`src/rtl/rac_pkg.sv`:
```
// Shared types and default field widths for the register-access arbiter.
package rac_pkg;

  localparam int REG_AW    = 7;
  localparam int REG_DW    = 8;
  localparam int REG_CRC_W = 8;

  typedef enum logic [1:0] {
    IDLE,
    WAIT,
    RESP
  } rac_arb_st_e;

  typedef enum logic {
    CMD_RD = 1'b0,
    CMD_WR = 1'b1
  } rac_type_e;

  typedef struct packed {
    rac_type_e              typ;
    logic [REG_AW-1:0]      addr;
    logic [REG_DW-1:0]      wdata;
    logic [REG_CRC_W-1:0]   wcrc;
  } rac_cmd_t;

endpackage

```
`src/rtl/rr_pick.sv`:
```
// Combinational round-robin select: first pending index at or after rr_ptr, wrapping mod N.
module rr_pick #(
  parameter int N    = 2,
  parameter int ID_W = 1
) (
  input  logic [N-1:0]    pend,
  input  logic [ID_W-1:0] rr_ptr,
  output logic [ID_W-1:0] gid,
  output logic            vld
);

  int unsigned idx;

  always_comb begin
    gid = '0;
    vld = 1'b0;
    idx = 0;
    for (int unsigned i = 0; i < N; i++) begin
      idx = (32'(rr_ptr) + i) % N;
      if (!vld && pend[idx[ID_W-1:0]]) begin
        vld = 1'b1;
        gid = idx[ID_W-1:0];
      end
    end
  end

endmodule

```
`src/rtl/rac_arb.sv`:
```
// Register-access arbiter: round-robin grant of level-held requests onto one bank port.
// Optional bank-ack timeout enabled by defining RAC_ARB_TMO_EN.
module rac_arb #(
  parameter int REQ_NUM   = 2,
  parameter int REG_AW    = rac_pkg::REG_AW,
  parameter int REG_DW    = rac_pkg::REG_DW,
  parameter int REG_CRC_W = rac_pkg::REG_CRC_W,
  parameter int TMO_CYC   = 255
) (
  input  logic                         i_clk,
  input  logic                         i_rst,
  input  logic [REQ_NUM-1:0]           i_req_wr_req,
  input  logic [REQ_NUM-1:0]           i_req_rd_req,
  input  logic [REQ_NUM*REG_AW-1:0]    i_req_addr,
  input  logic [REQ_NUM*REG_DW-1:0]    i_req_wdata,
  input  logic [REQ_NUM*REG_CRC_W-1:0] i_req_wcrc,
  output logic [REQ_NUM-1:0]           o_req_wack,
  output logic [REQ_NUM-1:0]           o_req_rack,
  output logic [REG_DW-1:0]            o_req_data,
  output logic [REG_AW-1:0]            o_req_addr,
  output logic                         o_bank_wr_en,
  output logic                         o_bank_rd_en,
  output logic [REG_AW-1:0]            o_bank_addr,
  output logic [REG_DW-1:0]            o_bank_wdata,
  output logic [REG_CRC_W-1:0]         o_bank_wcrc,
  input  logic                         i_bank_ack,
  input  logic [REG_DW-1:0]            i_bank_rdata,
  output logic                         o_busy,
  output logic                         o_tmo_err
);

  import rac_pkg::*;

  localparam int ID_W = (REQ_NUM > 2) ? $clog2(REQ_NUM) : 1;

  typedef struct packed {
    rac_type_e              typ;
    logic [REG_AW-1:0]      addr;
    logic [REG_DW-1:0]      wdata;
    logic [REG_CRC_W-1:0]   wcrc;
  } cmd_t;

  rac_arb_st_e        state;
  logic [ID_W-1:0]    rr_ptr;
  logic [ID_W-1:0]    gid;
  logic [ID_W-1:0]    pick_gid;
  logic [ID_W-1:0]    ptr_next;
  logic               pick_vld;
  logic [REQ_NUM-1:0] pend;
  logic [REQ_NUM-1:0] gid_onehot;
  cmd_t               cmd;
  cmd_t               pick_cmd;

  assign pend       = i_req_wr_req | i_req_rd_req;
  assign ptr_next   = ID_W'((32'(pick_gid) + 32'd1) % REQ_NUM);
  assign gid_onehot = REQ_NUM'(1) << gid;

  rr_pick #(
    .N    (REQ_NUM),
    .ID_W (ID_W)
  ) u_pick (
    .pend   (pend),
    .rr_ptr (rr_ptr),
    .gid    (pick_gid),
    .vld    (pick_vld)
  );

  // Write wins when a requester holds both wr and rd.
  always_comb begin
    pick_cmd       = '0;
    pick_cmd.typ   = i_req_wr_req[pick_gid] ? CMD_WR : CMD_RD;
    pick_cmd.addr  = i_req_addr[32'(pick_gid)*REG_AW +: REG_AW];
    pick_cmd.wdata = i_req_wdata[32'(pick_gid)*REG_DW +: REG_DW];
    pick_cmd.wcrc  = i_req_wcrc[32'(pick_gid)*REG_CRC_W +: REG_CRC_W];
  end

  assign o_bank_addr  = cmd.addr;
  assign o_bank_wdata = cmd.wdata;
  assign o_bank_wcrc  = cmd.wcrc;

`ifdef RAC_ARB_TMO_EN
  localparam int TMO_W = ($clog2(TMO_CYC + 1) > 8) ? $clog2(TMO_CYC + 1) : 8;

  logic [TMO_W-1:0] tmo_cnt;
  logic             tmo_err;
  logic             tmo_hit;

  assign tmo_hit   = (tmo_cnt + 1'b1) == TMO_W'(TMO_CYC);
  assign o_tmo_err = tmo_err;
`else
  // Never asserts in this build; TMO_CYC stays in the parameter list for compatibility.
  assign o_tmo_err = (TMO_CYC < 0);
`endif

  always_ff @(posedge i_clk or posedge i_rst) begin
    if (i_rst) begin
      state        <= IDLE;
      rr_ptr       <= '0;
      gid          <= '0;
      cmd          <= '0;
      o_req_wack   <= '0;
      o_req_rack   <= '0;
      o_req_data   <= '0;
      o_req_addr   <= '0;
      o_bank_wr_en <= 1'b0;
      o_bank_rd_en <= 1'b0;
      o_busy       <= 1'b0;
`ifdef RAC_ARB_TMO_EN
      tmo_cnt      <= '0;
      tmo_err      <= 1'b0;
`endif
    end else begin
      case (state)
        IDLE: begin
          if (pick_vld) begin
            gid          <= pick_gid;
            cmd          <= pick_cmd;
            rr_ptr       <= ptr_next;
            o_bank_wr_en <= (pick_cmd.typ == CMD_WR);
            o_bank_rd_en <= (pick_cmd.typ == CMD_RD);
            o_busy       <= 1'b1;
            state        <= WAIT;
`ifdef RAC_ARB_TMO_EN
            tmo_cnt      <= '0;
`endif
          end
        end
        WAIT: begin
          if (i_bank_ack) begin
            o_bank_wr_en <= 1'b0;
            o_bank_rd_en <= 1'b0;
            o_req_addr   <= cmd.addr;
            o_req_data   <= (cmd.typ == CMD_WR) ? cmd.wdata : i_bank_rdata;
            o_req_wack   <= (cmd.typ == CMD_WR) ? gid_onehot : '0;
            o_req_rack   <= (cmd.typ == CMD_RD) ? gid_onehot : '0;
            state        <= RESP;
`ifdef RAC_ARB_TMO_EN
          end else if (tmo_hit) begin
            o_bank_wr_en <= 1'b0;
            o_bank_rd_en <= 1'b0;
            o_req_addr   <= cmd.addr;
            o_req_data   <= '0;
            o_req_wack   <= (cmd.typ == CMD_WR) ? gid_onehot : '0;
            o_req_rack   <= (cmd.typ == CMD_RD) ? gid_onehot : '0;
            tmo_err      <= 1'b1;
            state        <= RESP;
          end else begin
            tmo_cnt      <= tmo_cnt + 1'b1;
`endif
          end
        end
        RESP: begin
          o_req_wack <= '0;
          o_req_rack <= '0;
          o_busy     <= 1'b0;
          state      <= IDLE;
`ifdef RAC_ARB_TMO_EN
          tmo_err    <= 1'b0;
`endif
        end
        default: state <= IDLE;
      endcase
    end
  end

endmodule

```
`config.mk`:
```
export PLATFORM = sky130hd
export DESIGN_NAME = rac_arb
export DESIGN_NICKNAME = d
export VERILOG_FILES = /design/src/rtl/rac_pkg.sv /design/src/rtl/rr_pick.sv /design/src/rtl/rac_arb.sv
export SDC_FILE = /design/constraint.sdc
export NUM_CORES = 1
export LEC_CHECK = 0
export CAP_MARGIN = 25
export CORE_MARGIN = 3
export CORE_UTILIZATION = 42
export CTS_BUF_LIST = sky130_fd_sc_hd__clkbuf_8 sky130_fd_sc_hd__clkbuf_16
export DETAILED_ROUTE_END_ITERATION = 8
export PLACE_DENSITY = 0.8
export SKIP_CTS_REPAIR_TIMING = 1
export SKIP_LAST_GASP = 1
export SLEW_MARGIN = 20
export SYNTH_ARGS = -nofsm -noshare
export SYNTH_HDL_FRONTEND = slang
export SYNTH_SLANG_ARGS = --single-unit
export TNS_END_PERCENT = 20
```
`constraint.sdc`:
```
create_clock -name i_clk -period 1.9 [get_ports i_clk]
set_input_delay 0.19 -clock i_clk [delete_from_list [all_inputs] [get_ports i_clk]]
set_output_delay 0.19 -clock i_clk [all_outputs]
set_load 0.01 [all_outputs]
```
* Word level (Yosys, flattened, before mapping)
Cells that the tools add are included.
Widths: inputs -> output; s select.
** Word-level totals
- Bits in registers :: 50
- Bits of input ports :: 61
- Output and inout port bits :: 46
- Logic and storage cells :: 70
** Cells by class
- $add $sub $neg :: 2
- Multiply operators :: 1
- Order comparisons :: 3
- Eq/ne operators :: 4
- Shift operators :: 4
- Muxes and demuxes :: 28
- Bitwise logic cells :: 2
- Reductions and logical operators :: 12
** Operator list (count)
- $shiftx 16x5->8 :: 2
- $mux 1 :: 15
- $shiftx 14x5->7 :: 1
- $mux 2 :: 6
- $pmux 2 s2 :: 3
- $reduce_and 2->1 :: 5
- $mux 8 :: 1
- $lt 1x2->1 const B :: 3
- $pmux 1 s2 :: 3
- $reduce_bool 2->1 :: 3
- $mul 1x3->4 const B :: 1
- $ne 2x2->1 const B :: 2
- $reduce_and 3->1 :: 1
- $add 1x1->1 const B :: 2
- $eq 2x1->1 const B :: 1
- $eq 2x2->1 const B :: 1
- $logic_not 2->1 :: 1
- $or 2x2->2 :: 1
- $shl 1x1->2 const A :: 1
- $logic_and 1x1->1 :: 1
- $logic_not 1->1 :: 1
- $not 1->1 :: 1

* Logic depth before layout (Yosys ltp)
- Word-level depth :: 13
- Depth in mapped cells :: 6
- Mapped depth without buffers :: 4

* Cells and area by module
From an unflattened synthesis, not the netlist that was laid out.
** Unflattened totals
- Cells, all modules :: 233
- Area total of the unflattened synthesis :: 2561.2 um^2
** Modules (own cells, without submodules)
- rac_arb :: instances 1, cells an instance 230, area an instance 2543.7 um^2
- rr_pick :: instances 1, cells an instance 3, area an instance 17.5 um^2

* Least setup slack after synthesis
Ideal clock, no wire load.
- Kind :: register -> register
- Start point :: register state[0]
- End point :: register o_bank_wr_en
- Library setup time :: 0.066 ns
- Data arrival time :: 1.301 ns
- Required time :: 1.834 ns
- Slack :: 0.533 ns
- Stages on the path, launching flop included :: 6
- Path buffers :: 2
- Cell sequence :: dfrtp_1 > buf_2 > a211o_1 > buf_6 > a311oi_1 > a31o_1
** On the way
- Cells in the longest elaborated chain, start to end :: 3
- Elaborated cells on any way between the ends :: 7
** RTL lines
- start, declared :: RTL line rac_arb.sv:43 : rac_arb_st_e state;
- start signal, assigned :: RTL line rac_arb.sv:97 : state <= IDLE;
- start signal, assigned :: RTL line rac_arb.sv:122 : state <= WAIT;
- start signal, assigned :: RTL line rac_arb.sv:136 : state <= RESP;
- $eq 2x1->1 or $logic_not 2->1 (tied branches) :: RTL line rac_arb.sv:113 : case (state)
- $ne 2x2->1 (no source line) or $reduce_bool 2->1 (tied branches)
- $reduce_and 3->1 (no source line)
- end signal, assigned :: RTL line rac_arb.sv:119 : o_bank_wr_en <= (pick_cmd.typ == CMD_WR);
- end, declared :: RTL line rac_arb.sv:21 : output logic o_bank_wr_en,
Several ways; a longest one is shown, not always the timed one.
A chain may end at the register's enable or synchronous reset.

* Final worst setup path
- Start point :: input port i_req_wr_req[1]
- End point :: register o_bank_wr_en
** On the way
- Cells in the longest elaborated chain, start to end :: 12
- Elaborated cells on any way between the ends :: 18
** RTL lines
- start, declared :: RTL line rac_arb.sv:12 : input logic [REQ_NUM-1:0] i_req_wr_req,
- $or 2x2->2 :: RTL line rac_arb.sv:54 : assign pend = i_req_wr_req | i_req_rd_req;
- $mux 1 (not written as such) (2 in a row) :: RTL line rr_pick.sv:20 : if (!vld && pend[idx[ID_W-1:0]]) begin
- $mux 1 :: RTL line rr_pick.sv:20
- $logic_not 1->1 :: RTL line rr_pick.sv:20
- $logic_and 1x1->1 :: RTL line rr_pick.sv:20
- $mux 1 :: RTL line rr_pick.sv:20
- $mux 1 (not written as such) (2 in a row) :: RTL line rac_arb.sv:71 : pick_cmd.typ = i_req_wr_req[pick_gid] ? CMD_WR : CMD_RD;
- $mux 1 :: RTL line rac_arb.sv:71
- $mux 1 :: RTL line rac_arb.sv:115 : if (pick_vld) begin
- $pmux 1 s2 :: RTL line rac_arb.sv:113
Several ways; a longest one is shown, not always the timed one. The select of a mux whose other input is x is not followed.

==> metrics.md <==
| Metric | Value |
|---|---|
| Status | `completed` |
| Proportion of synthesized chip area in sequential cells | `approximately 52%` |
| DRT iter0 DRCs | `~120` |
| HPWL after detailed placement | `slightly above 4000 um` |
| CP max FO | `6` |
| Clock transition at path regs | `approximately 0.090 ns` |
| Fin crit period | `around 1.5 ns` |
| Crit path kind | `in2reg` |
| Final setup violation count | `0` |
| Cell depth of the worst flop-to-flop path | `3` |
| CTS H-tree lvls | `2` |
| Worst Tran Pin Value | `0.656 ns` |
| Vias | `1847` |
| Main flop type after synthesis | `dfrtp_1` |
| NumNets Final | `approximately 370` |
| Launching point of the worst reg2reg path | `state[0]$_DFFE_PP0P_` |
| Power Density | `about 1500 nW/um^2` |
| Vias in the first global route | `1825` |
| Clock Tree Buf Depth | `2` |
| Vias per cell | `between 4 and 5` |
| Fmax | `roughly 670 MHz` |
| CTS tree | `yes` |
| Placed Instances | `around 380` |
| Drt wl/cell | `between 10 and 15 um` |
| Area contributors post-synth | `dfrtp_1 52%, mux2i_1 13%, o21ai_0 7.7%` |
| Flops & latches, synth | `50` |
| Die Area | `6690 sq um` |
| Fin Clk Skew | `approximately 0.007 ns` |
| Worst Setup Start Kind | `primary input` |
| DRT Wirelength | `roughly 5400 um` |
| Antenna Diode Count | `0` |
| DRC | `0` |
| FP Rows | `26` |
| Final Hold Viols | `0` |
| Yosys top cell area share | `51.9%` |
| CP endpoint | `o_bank_wr_en$_DFFE_PP0P_` |
| Initial antenna violation count | `0` |
| Post-synth ARST share | `100%` |
| Ratio of cells with drive above 1 in the final layout | `under 10%` |
| # clock sinks | `50` |
| Syn nets | `290` |
| Global-route wire length before repair | `8630 um` |
| Worst IR Drop VDD | `between 0.6 and 0.7 mV` |
| Synth Instances | `approximately 230` |
| Grt ovf | `0` |
| Router iterations before antenna repair | `4` |
| FF-to-FF End | `o_bank_wr_en$_DFFE_PP0P_` |
| Worst hold path type | `in2async` |
| Synth area leader | `dfrtp_1` |
| Fillers | `between 400 and 500` |
| Arr. time, crit path | `1.73 ns` |
| Cell Area, Placed | `3400 sq um` |
| Relative slew slack | `between 50% and 60%` |
| Avg Synthesized Cell Area | `between 10 and 15 sq um` |
| Worst-Skew Late Latency | `0.30 ns` |
| Lkg Pwr | `approximately 1.6 nW` |
| Number of synthesized flops with an enable pin | `0` |
| Die H | `approximately 82 um` |
| Sum Neg Setup Slack | `0 ns` |
| Synthesis-to-finish area growth | `46.8%` |
| Clock Tree Root | `clkbuf_8` |
| Post-Syn Area | `between 2000 and 2500 sq um` |
| Hold slack | `between 0.2 and 0.25 ns` |
| Post-route cell area | `~3500 sq um` |
| Final Instance Count excl. Fillers | `~380` |
| Synth Warn # | `0` |
| Max cap viols | `0` |
| Total CTS buffers | `5` |
| Final RePlAce weighted congestion | `0.807` |
| Setup ws final | `a little over 0.4 ns` |
| CP required | `~2.1 ns` |
| Crit path from | `i_req_wr_req[1]` |
| Post-synth top cells | `50 x dfrtp_1, 37 x o21ai_0, 35 x nand2_1, 31 x mux2i_1, 24 x buf_4` |
| DRT antenna net count | `0` |
| Core area | `between 5000 and 6000 sq um` |
| Initial Utilization | `a little under half` |
| Largest net degree at the start of global routing | `31` |
| Number of port buffers | `approximately 110` |
| I/O pin count | `around 110` |
| Crit share post-route | `between 70 and 80%` |
| FF-to-FF setup slack | `0.44 ns` |
| RSZ-0062 raised after global routing | `false` |
| Total track usage | `17.0%` |
| Setup crit end kind | `flip-flop` |
| Final Slew Violations | `0` |
| Die Span X | `81.8 um` |
| Setup WS pre-CTS | `between 0.1 and 0.15 ns` |
| Count leader, synth | `dfrtp_1` |
| Yosys cell types | `29` |
==> logic make-up (layout without fill, tap and decap cells) <==
kind of cell    count (synthesis)  after routing  share of synthesized area (%)
compound gates                 52             52                           12.3
buf+inv                        42            126                           11.3
mux                            39             39                           16.6
other cells                     1              1                          0.156
simple gates                   45             45                           7.73
flops                          50             50                           51.9
==> registers in the layout (all words and copies together) (netlist names) <==
signal        count
gid               1
o_bank_rd_en      1
o_bank_wdata      8
rr_ptr            1
o_req_wack        2
o_busy            1
o_req_addr        7
state             2
o_req_rack        2
o_bank_addr       7
o_bank_wr_en      1
cmd               1
o_req_data        8
o_bank_wcrc       8
==> routing by layer <==
metal	GRT usage, %	part of all wire, %
met5	0	0
met3	6.03	8.4
met2	30.0	51
met1	19.4	40
met4	4.49	0.56
==> worst max-delay path: stages <==
cell and delay, ns:
clkdlybuf4s50_1 0.58, nor2_1 0.10, a211o_1 0.33, a311oi_1 0.39, a31o_1 0.15
==> per-stage QoR <==
step                      power, mW  utilization [%]
after global placement         4.50             63.7
after detailed placement       4.58             63.7
after CTS                      5.51             66.3
final                          5.43             66.3
after floorplan                3.54                -
after global routing           5.84             66.3
==> power by group <==
part / switching (mW) / total (mW) / internal, mW
logic: 1.09 / 2.54 / 1.45
registers: 0.409 / 1.98 / 1.58
clock network: 0.349 / 0.910 / 0.561
total: 1.84 / 5.43 / 3.59
==> worst min-delay path by stage <==
stage	start	end	depth (start not counted)
after global routing	i_rst	o_req_data[7]$_DFFE_PP0P_	2
after global placement	o_bank_wcrc[1]$_DFFE_PP0P_	o_bank_wcrc[1]$_DFFE_PP0P_	2
after floorplan	i_bank_ack	state[0]$_DFFE_PP0P_	1
after CTS	i_rst	o_req_addr[4]$_DFFE_PP0P_	2
final	i_rst	o_req_data[7]$_DFFE_PP0P_	2
after detailed placement	o_req_data[0]$_DFFE_PP0P_	o_req_data[0]$_DFFE_PP0P_	2
==> area by class of cell <==
class | instances | area [sq um] | share of cell area, %
well taps | 70 | 87.6 | 2.47
clock buffers | 6 | 82.6 | 2.33
clock inverters | 2 | 60.1 | 1.70
repair buffers | 112 | 1140 | 32.2
multi-input cells | 137 | 895 | 25.3
inverters | 6 | 22.5 | 0.636
flip-flops and latches | 50 | 1250 | 35.3
==> cells in the final DEF (no fill, tap or decap), types with 2 or more instances in the layout <==
master / Yosys / layout
clkdlybuf4s50_1: 0 / 105
buf_12: 0 / 3
inv_1: 6 / 5
buf_4: 24 / 4
bufinv_16: 0 / 2
clkbuf_8: 0 / 6
nor2b_1: 2 / 2
mux2_2: 8 / 8
nand2_1: 35 / 35
a21oi_1: 4 / 4
nor2_1: 4 / 4
dfrtp_1: 50 / 50
o21ai_0: 37 / 37
a31oi_1: 2 / 2
mux2i_1: 31 / 31
No activity file was read; power rests on OpenSTA's default activity.
